[config.mk]
export PLATFORM = sky130hd
export DESIGN_NAME = encoder_sched_flat
export DESIGN_NICKNAME = d
export VERILOG_FILES = /design/src/rtl/encoder_sched_if.sv /design/src/rtl/encoder_sched.sv /design/src/flat_wrapper.sv
export SDC_FILE = /design/constraint.sdc
export NUM_CORES = 1
export LEC_CHECK = 0
export CAP_MARGIN = 20
export CORE_UTILIZATION = 51
export CTS_CLUSTER_DIAMETER = 30
export DETAILED_ROUTE_END_ITERATION = 16
export PLACE_DENSITY = 0.84
export SETUP_SLACK_MARGIN = 0.3
export SYNTH_ARGS = -nofsm -noshare
export SYNTH_HDL_FRONTEND = slang
export SYNTH_SLANG_ARGS = --single-unit
export TNS_END_PERCENT = 10
[constraint.sdc]
create_clock -name clock4x -period 3.2 [get_ports clock4x]
set_input_delay 0.64 -clock clock4x [delete_from_list [all_inputs] [get_ports clock4x]]
set_output_delay 0.64 -clock clock4x [all_outputs]
set_load 0.02 [all_outputs]
[src/rtl/encoder_sched_if.sv]
// encoder_sched_if: control/status bundle between the encoder cluster
// sequencer and its environment.
//   enable, resync, enc_done[1:0]  -> sequencer inputs
//   latch[1:0], mux_sel, out_valid, phase[2:0],
//   miss_cnt[7:0], sync_err, timeout_err -> sequencer outputs
// slave modport is the sequencer side; master is the driving environment.
interface encoder_sched_if;
    logic       enable;
    logic       resync;
    logic [1:0] enc_done;
    logic [1:0] latch;
    logic       mux_sel;
    logic       out_valid;
    logic [2:0] phase;
    logic [7:0] miss_cnt;
    logic       sync_err;
    logic       timeout_err;

    modport master (
        output enable, resync, enc_done,
        input  latch, mux_sel, out_valid, phase, miss_cnt, sync_err, timeout_err
    );

    modport slave (
        input  enable, resync, enc_done,
        output latch, mux_sel, out_valid, phase, miss_cnt, sync_err, timeout_err
    );
endinterface

[src/rtl/encoder_sched.sv]
// encoder_sched: 8-phase two-BX sequencer for the dual priority-encoder
// cluster. Encoder 0 is latched from the phase-0 slot, encoder 1 from the
// phase-4 slot; each encoder runs IDLE -> ENCODE -> OUTPUT -> IDLE and the
// output mux follows whichever encoder entered OUTPUT first.
// Ports:
//   clock4x       160 MHz clock
//   global_reset  synchronous active-high reset
//   sched         encoder_sched_if.slave (enable/resync/enc_done in;
//                 latch/mux_sel/out_valid/phase/miss_cnt/sync_err/
//                 timeout_err out, all registered)
// Build option: ENCODER_SCHED_STATS_EN enables miss_cnt, sync_err and
// timeout_err; without it those outputs are tied to zero.
module encoder_sched #(
    parameter int unsigned OUT_HOLD = 4,
    parameter int unsigned TIMEOUT  = 12
) (
    input  logic           clock4x,
    input  logic           global_reset,
    encoder_sched_if.slave sched
);
    localparam int unsigned CNT_W  = 4;
    localparam int unsigned PH_W   = 3;
    localparam int unsigned MISS_W = 8;
    localparam int unsigned N_ENC  = 2;

    typedef enum logic [1:0] {
        ST_IDLE   = 2'd0,
        ST_ENCODE = 2'd1,
        ST_OUTPUT = 2'd2
    } enc_state_e;

    enc_state_e       state_q [N_ENC];
    enc_state_e       state_d [N_ENC];
    logic [CNT_W-1:0] cnt_q   [N_ENC];
    logic [CNT_W-1:0] cnt_d   [N_ENC];
    logic [PH_W-1:0]  phase_q, phase_d, slot_phase;
    logic [N_ENC-1:0] latch_q, latch_d;
    logic [N_ENC-1:0] slot_hit, in_out_d, enter_out;
    logic             mux_sel_q, mux_sel_d;
    logic             out_valid_q, out_valid_d;
    logic             miss_inc, timeout_hit;

    // Next-state: phase, per-encoder FSMs, output mux
    always_comb begin
        phase_d     = sched.resync ? PH_W'(1) : phase_q + PH_W'(1);
        // The resync cycle itself acts as phase 0 for slot decisions
        slot_phase  = sched.resync ? PH_W'(0) : phase_q;
        slot_hit[0] = sched.enable && (slot_phase == PH_W'(0));
        slot_hit[1] = sched.enable && (slot_phase == PH_W'(4));
        latch_d     = '0;
        miss_inc    = 1'b0;
        timeout_hit = 1'b0;

        for (int i = 0; i < int'(N_ENC); i++) begin
            state_d[i] = state_q[i];
            cnt_d[i]   = cnt_q[i];
            case (state_q[i])
                ST_IDLE: begin
                    if (slot_hit[i]) begin
                        state_d[i] = ST_ENCODE;
                        cnt_d[i]   = '0;
                        latch_d[i] = 1'b1;
                    end
                end
                ST_ENCODE: begin
                    if (slot_hit[i]) miss_inc = 1'b1;
                    if (sched.enc_done[i]) begin
                        state_d[i] = ST_OUTPUT;
                        cnt_d[i]   = '0;
                    end else if (cnt_q[i] == CNT_W'(TIMEOUT - 1)) begin
                        state_d[i]  = ST_IDLE;
                        timeout_hit = 1'b1;
                    end else begin
                        cnt_d[i] = cnt_q[i] + CNT_W'(1);
                    end
                end
                ST_OUTPUT: begin
                    if (slot_hit[i]) miss_inc = 1'b1;
                    if (cnt_q[i] == CNT_W'(OUT_HOLD - 1)) begin
                        state_d[i] = ST_IDLE;
                    end else begin
                        cnt_d[i] = cnt_q[i] + CNT_W'(1);
                    end
                end
                default: state_d[i] = ST_IDLE;
            endcase
        end

        for (int i = 0; i < int'(N_ENC); i++) begin
            in_out_d[i]  = (state_d[i] == ST_OUTPUT);
            enter_out[i] = in_out_d[i] && (state_q[i] != ST_OUTPUT);
        end
        out_valid_d = |in_out_d;

        // First encoder into OUTPUT owns the mux; joint entry goes to encoder 0
        mux_sel_d = mux_sel_q;
        case (in_out_d)
            2'b01:   mux_sel_d = 1'b1;
            2'b10:   mux_sel_d = 1'b0;
            2'b11:   if (&enter_out) mux_sel_d = 1'b1;
            default: mux_sel_d = mux_sel_q;
        endcase
    end

    // Scheduling state registers
    always_ff @(posedge clock4x) begin
        if (global_reset) begin
            phase_q     <= '0;
            latch_q     <= '0;
            mux_sel_q   <= 1'b1;
            out_valid_q <= 1'b0;
            for (int i = 0; i < int'(N_ENC); i++) begin
                state_q[i] <= ST_IDLE;
                cnt_q[i]   <= '0;
            end
        end else begin
            phase_q     <= phase_d;
            latch_q     <= latch_d;
            mux_sel_q   <= mux_sel_d;
            out_valid_q <= out_valid_d;
            for (int i = 0; i < int'(N_ENC); i++) begin
                state_q[i] <= state_d[i];
                cnt_q[i]   <= cnt_d[i];
            end
        end
    end

    assign sched.phase     = phase_q;
    assign sched.latch     = latch_q;
    assign sched.mux_sel   = mux_sel_q;
    assign sched.out_valid = out_valid_q;

`ifdef ENCODER_SCHED_STATS_EN
    logic [MISS_W-1:0] miss_q;
    logic              sync_err_q, timeout_err_q;

    // Saturating miss counter and sticky error flags
    always_ff @(posedge clock4x) begin
        if (global_reset) begin
            miss_q        <= '0;
            sync_err_q    <= 1'b0;
            timeout_err_q <= 1'b0;
        end else begin
            if (miss_inc && (miss_q != '1)) miss_q <= miss_q + MISS_W'(1);
            if (sched.resync && (phase_q != '0)) sync_err_q <= 1'b1;
            if (timeout_hit) timeout_err_q <= 1'b1;
        end
    end

    assign sched.miss_cnt    = miss_q;
    assign sched.sync_err    = sync_err_q;
    assign sched.timeout_err = timeout_err_q;
`else
    logic unused_stats;
    assign unused_stats      = ^{miss_inc, timeout_hit};
    assign sched.miss_cnt    = '0;
    assign sched.sync_err    = 1'b0;
    assign sched.timeout_err = 1'b0;
`endif
endmodule
[src/flat_wrapper.sv]
// flat-port wrapper written by rule: the top's interface ports become plain ports
module encoder_sched_flat 
#(
    parameter int unsigned OUT_HOLD = 4,
    parameter int unsigned TIMEOUT  = 12
)
  (clock4x, global_reset, sched_enable, sched_resync, sched_enc_done, sched_latch, sched_mux_sel, sched_out_valid, sched_phase, sched_miss_cnt, sched_sync_err, sched_timeout_err);
  encoder_sched_if sched_i ();
  input  logic clock4x;
  input  logic global_reset;
  input wire logic [$bits(sched_i.enable)-1:0] sched_enable;
  input wire logic [$bits(sched_i.resync)-1:0] sched_resync;
  input wire logic [$bits(sched_i.enc_done)-1:0] sched_enc_done;
  output wire logic [$bits(sched_i.latch)-1:0] sched_latch;
  output wire logic [$bits(sched_i.mux_sel)-1:0] sched_mux_sel;
  output wire logic [$bits(sched_i.out_valid)-1:0] sched_out_valid;
  output wire logic [$bits(sched_i.phase)-1:0] sched_phase;
  output wire logic [$bits(sched_i.miss_cnt)-1:0] sched_miss_cnt;
  output wire logic [$bits(sched_i.sync_err)-1:0] sched_sync_err;
  output wire logic [$bits(sched_i.timeout_err)-1:0] sched_timeout_err;
  assign sched_i.enable = sched_enable;
  assign sched_i.resync = sched_resync;
  assign sched_i.enc_done = sched_enc_done;
  assign sched_latch = sched_i.latch;
  assign sched_mux_sel = sched_i.mux_sel;
  assign sched_out_valid = sched_i.out_valid;
  assign sched_phase = sched_i.phase;
  assign sched_miss_cnt = sched_i.miss_cnt;
  assign sched_sync_err = sched_i.sync_err;
  assign sched_timeout_err = sched_i.timeout_err;
  encoder_sched #(.OUT_HOLD(OUT_HOLD), .TIMEOUT(TIMEOUT)) u_core (.clock4x(clock4x), .global_reset(global_reset), .sched(sched_i));
endmodule
==> results of run 1 <==
## flip-flops by register name (all words and copies together), names as in the netlist
register                flops
u_core.sched.phase          3
u_core.cnt_q                8
u_core.state_q              4
u_core.sched.mux_sel        1
u_core.sched.latch          2
u_core.sched.out_valid      1
## power groups by stage
| stage | clock network, uW | logic [uW] | registers [uW] |
|---|---|---|---|
| floorplan | 0 | 85.6 | 263 |
| global placement | 0 | 105 | 260 |
| detailed placement | 0 | 109 | 260 |
| CTS | 129 | 110 | 255 |
| global route | 139 | 122 | 257 |
| finish | 124 | 109 | 255 |
## synthesized netlist by cell type, drive strengths merged
| library cell | number |
|---|---|
| a221oi | 2 |
| dfxtp | 19 |
| xor2 | 2 |
| or3 | 1 |
| nor4bb | 1 |
| nand2 | 7 |
| a21bo | 1 |
| nand4 | 2 |
| nand2b | 1 |
| a211oi | 1 |
| nor3 | 3 |
| nor3b | 2 |
| o211ai | 1 |
| and2 | 1 |
| a41oi | 1 |
| ha | 14 |
| mux2i | 4 |
| nor4b | 1 |
| o21ai | 8 |
| o311a | 1 |
| buf | 10 |
| conb | 1 |
| a311oi | 1 |
| a21oi | 9 |
| nand3 | 2 |
| nand3b | 1 |
| clkbuf | 2 |
| o41ai | 1 |
| a211o | 2 |
| or3b | 1 |
| xnor2 | 2 |
| inv | 11 |
| a21o | 1 |
| nor2b | 7 |
| or4b | 1 |
| nor2 | 20 |
## path summary, 6_finish.rpt
| path | to | cells past startpoint |
|---|---|---|
| hold / removal | u_core.cnt_q[0][5] | 2 |
| setup reg to reg | u_core.sched.mux_sel | 10 |
| setup / recovery | u_core.sched.mux_sel | 9 |
| hold reg to reg | u_core.cnt_q[0][5] | 2 |
## per-layer routing
metal	vias to the layer above	track usage, %	part of all wire (%)
met5	-	0	0
met4	0	3.70	0.56
met3	2	5.65	2.7
met2	13	38.4	53
met1	492	21.4	44
li1	508	-	-
## metrics by stage
step,worst slack [ns],instances,power (uW),util [%]
floorplan,0.830,154,349,-
global placement,0.224,184,365,60.4
detailed placement,0.164,184,370,60.4
CTS,0.481,188,494,61.6
global route,0.388,188,518,61.6
finish,0.480,188,488,61.6
## area by class of cell
type	count	area, um^2
Tap cell	28	35.0
Multi-Input combinational cell	112	757
Inverter	11	41.3
Clock buffer	4	26.3
Sequential cell	19	380
Fill cell	201	858
Timing Repair Buffer	14	135
## cell families (layout without fill, tap and decap cells)
group                      after synthesis  in the layout  share of synthesized area, %
AOI/OAI and AO/OA                       29             29                          16.4
xor gates and xnor gates                 4              4                          2.85
adders and majority gates               14             14                          14.3
buffers and inverters                   23             29                          10.1
DFF                                     19             19                          31.0
muxes                                    4              4                          3.26
other                                    1             10                         0.306
and+or+nand+nor                         51             51                          21.8
## worst register-to-register path, delay by kind of cell (launching register included)
family / cells / cell delay, ns
AOI/OAI and AO/OA: 4 / 0.85
and+or+nand+nor: 2 / 0.47
adders and majority gates: 2 / 0.44
DFF: 1 / 0.39
muxes: 1 / 0.13
buffers and inverters: 1 / 0.10
==> results.md, run 1 <==
* Fin crit period at 2.72 ns
* Nets at between 150 and 200
* Post-CTS setup repair buffer count at 0
* Final setup fails at 0
* Total Wirelength at ~2300 um
* TritonRoute pass-1 iters at 4
* Drt drc at 0
* Power density cells at 355 nW/um^2
* Synth top area cells: dfxtp_1, ha_1, buf_4
* Switching share of power at 29.7%
* Dpl cell area at around 1300 um^2
* Vias in the first global route at ~930
* Number of gates resized after cts at 0
* Max clock buf depth at 2
* RSZ-0062 raised after global routing: false
* Min Hold Slack at roughly 0.5 ns
* Clk_skew at about 0.0066 ns
* Period utilisation layout at 85.0%
* Max-cap viol count at 0
* Top-area cell type share of the netlist area at between 30% and 40%
* Most frequent cells in the layout: nor2_1, dfxtp_1, ha_1
* H-tree depth at 1
* CP peak stage delay at ~0.52 ns
* Sink Count at 19
* Starting density of the core at between 50% and 60%
* WS Path Type: in2reg
* Vias/cell at about 5.4
* Seq cells post-synth at 19
* Hold Path Class: reg2reg
* Die X at 51.1 um
* Avg Cell Area, Syn at around 8.5 um^2
* Syn. warnings at 0
* Status: complete, no violations
* Hold Startpoint: u_core.cnt_q[0][5]
* Cell internal pwr at about 340 uW
* Layout cells sized above 1 at 5.63%
* Critical Path Sink Type: register
* Cell Area, Synth at between 1000 and 1500 um^2
* Max FO, Critical Path at 4
* Routability cong. at ~0.8
* Via count at about 1,000
* # rows at 17
* Buffers on Ports at 12
* Slew Viols, Final at 0
* Detail Placement HPWL at 1760 um
* Largest net degree at the start of global routing at 18
* Worst Path Required at about 3.4 ns
* Delay-heaviest family, CP: simple AND/OR/NAND/NOR gates
* Worst-Margin Slew at 0.588 ns
* Root Buffer: clkbuf_4
* Netlist cell types at 37
* Syn-to-layout area delta at 12.0%
* Sequential Power Share at about 52%
* Largest area contributor in the netlist: dfxtp_1
* Arrival @ worst endpoint at ~3.0 ns
* Io pins at 23
* Register area share after synthesis at about 31%
* Slowest CP cell: clkdlybuf4s50_1
* Setup crit start: sched_enable
* # diodes at 0
* Clock slew at reported path FFs at 0.11 ns
* Cell area after layout at approximately 1400 um^2
* Combinational Power Share at 22.4%
* Maximum vdd drop at ~0.28 mV
* Die Ht at between 50 and 60 um
* Relative slew margins at a little over 60%
* Total Routing Usage GR at about a fifth
* Fmax at 368 MHz
* Worst r2r src: u_core.state_q[0][2]
* R2r setup slk at slightly above 0.7 ns
* Buffers & Inverters on Critical Path at 1
* Final hold vios at 0
* 1st-iter DRT viols at 24
* Grt ovf at 0
* ANT nets after route at 0
* # hold bufs at CTS at 0
* Leak pwr at 0.000543 uW
* WL per Instance at about 12 um
* First-pass GRT wire length at slightly below 4000 um
* Num CTS Buffers at 3
* Cells after Synth at approximately 150
* Psw at approximately 150 uW
* Initial antenna violation count at 0
* Die Footprint at between 2000 and 3000 um^2
* Total core area at approximately 2200 um^2
* Critical-path cell list: clkdlybuf4s50_1 > or4b_4 > a21bo_1 > a211oi_2 > nor2_2 > ha_1 > nor3b_1 > a41oi_2 > mux2i_1
* CTS tree: yes
* Clock power share at about a quarter
* Worst Setup Start Kind: primary input
* Clk_lat worst skew at ~0.3 ns
* TNS Setup at 0 ns
Power figures use the tool's default switching activity.
==> inputs of run 2 (changes only) <==
--- a/config.mk
+++ b/config.mk
@@ -5,13 +5,11 @@
 export SDC_FILE = /design/constraint.sdc
 export NUM_CORES = 1
 export LEC_CHECK = 0
-export CAP_MARGIN = 20
 export CORE_UTILIZATION = 51
 export CTS_CLUSTER_DIAMETER = 30
 export DETAILED_ROUTE_END_ITERATION = 16
 export PLACE_DENSITY = 0.84
-export SETUP_SLACK_MARGIN = 0.3
 export SYNTH_ARGS = -nofsm -noshare
 export SYNTH_HDL_FRONTEND = slang
 export SYNTH_SLANG_ARGS = --single-unit
-export TNS_END_PERCENT = 10
+export TNS_END_PERCENT = 20
==> results of run 2 <==
The final DEF is identical to that of run 1; final timing and power are the same.
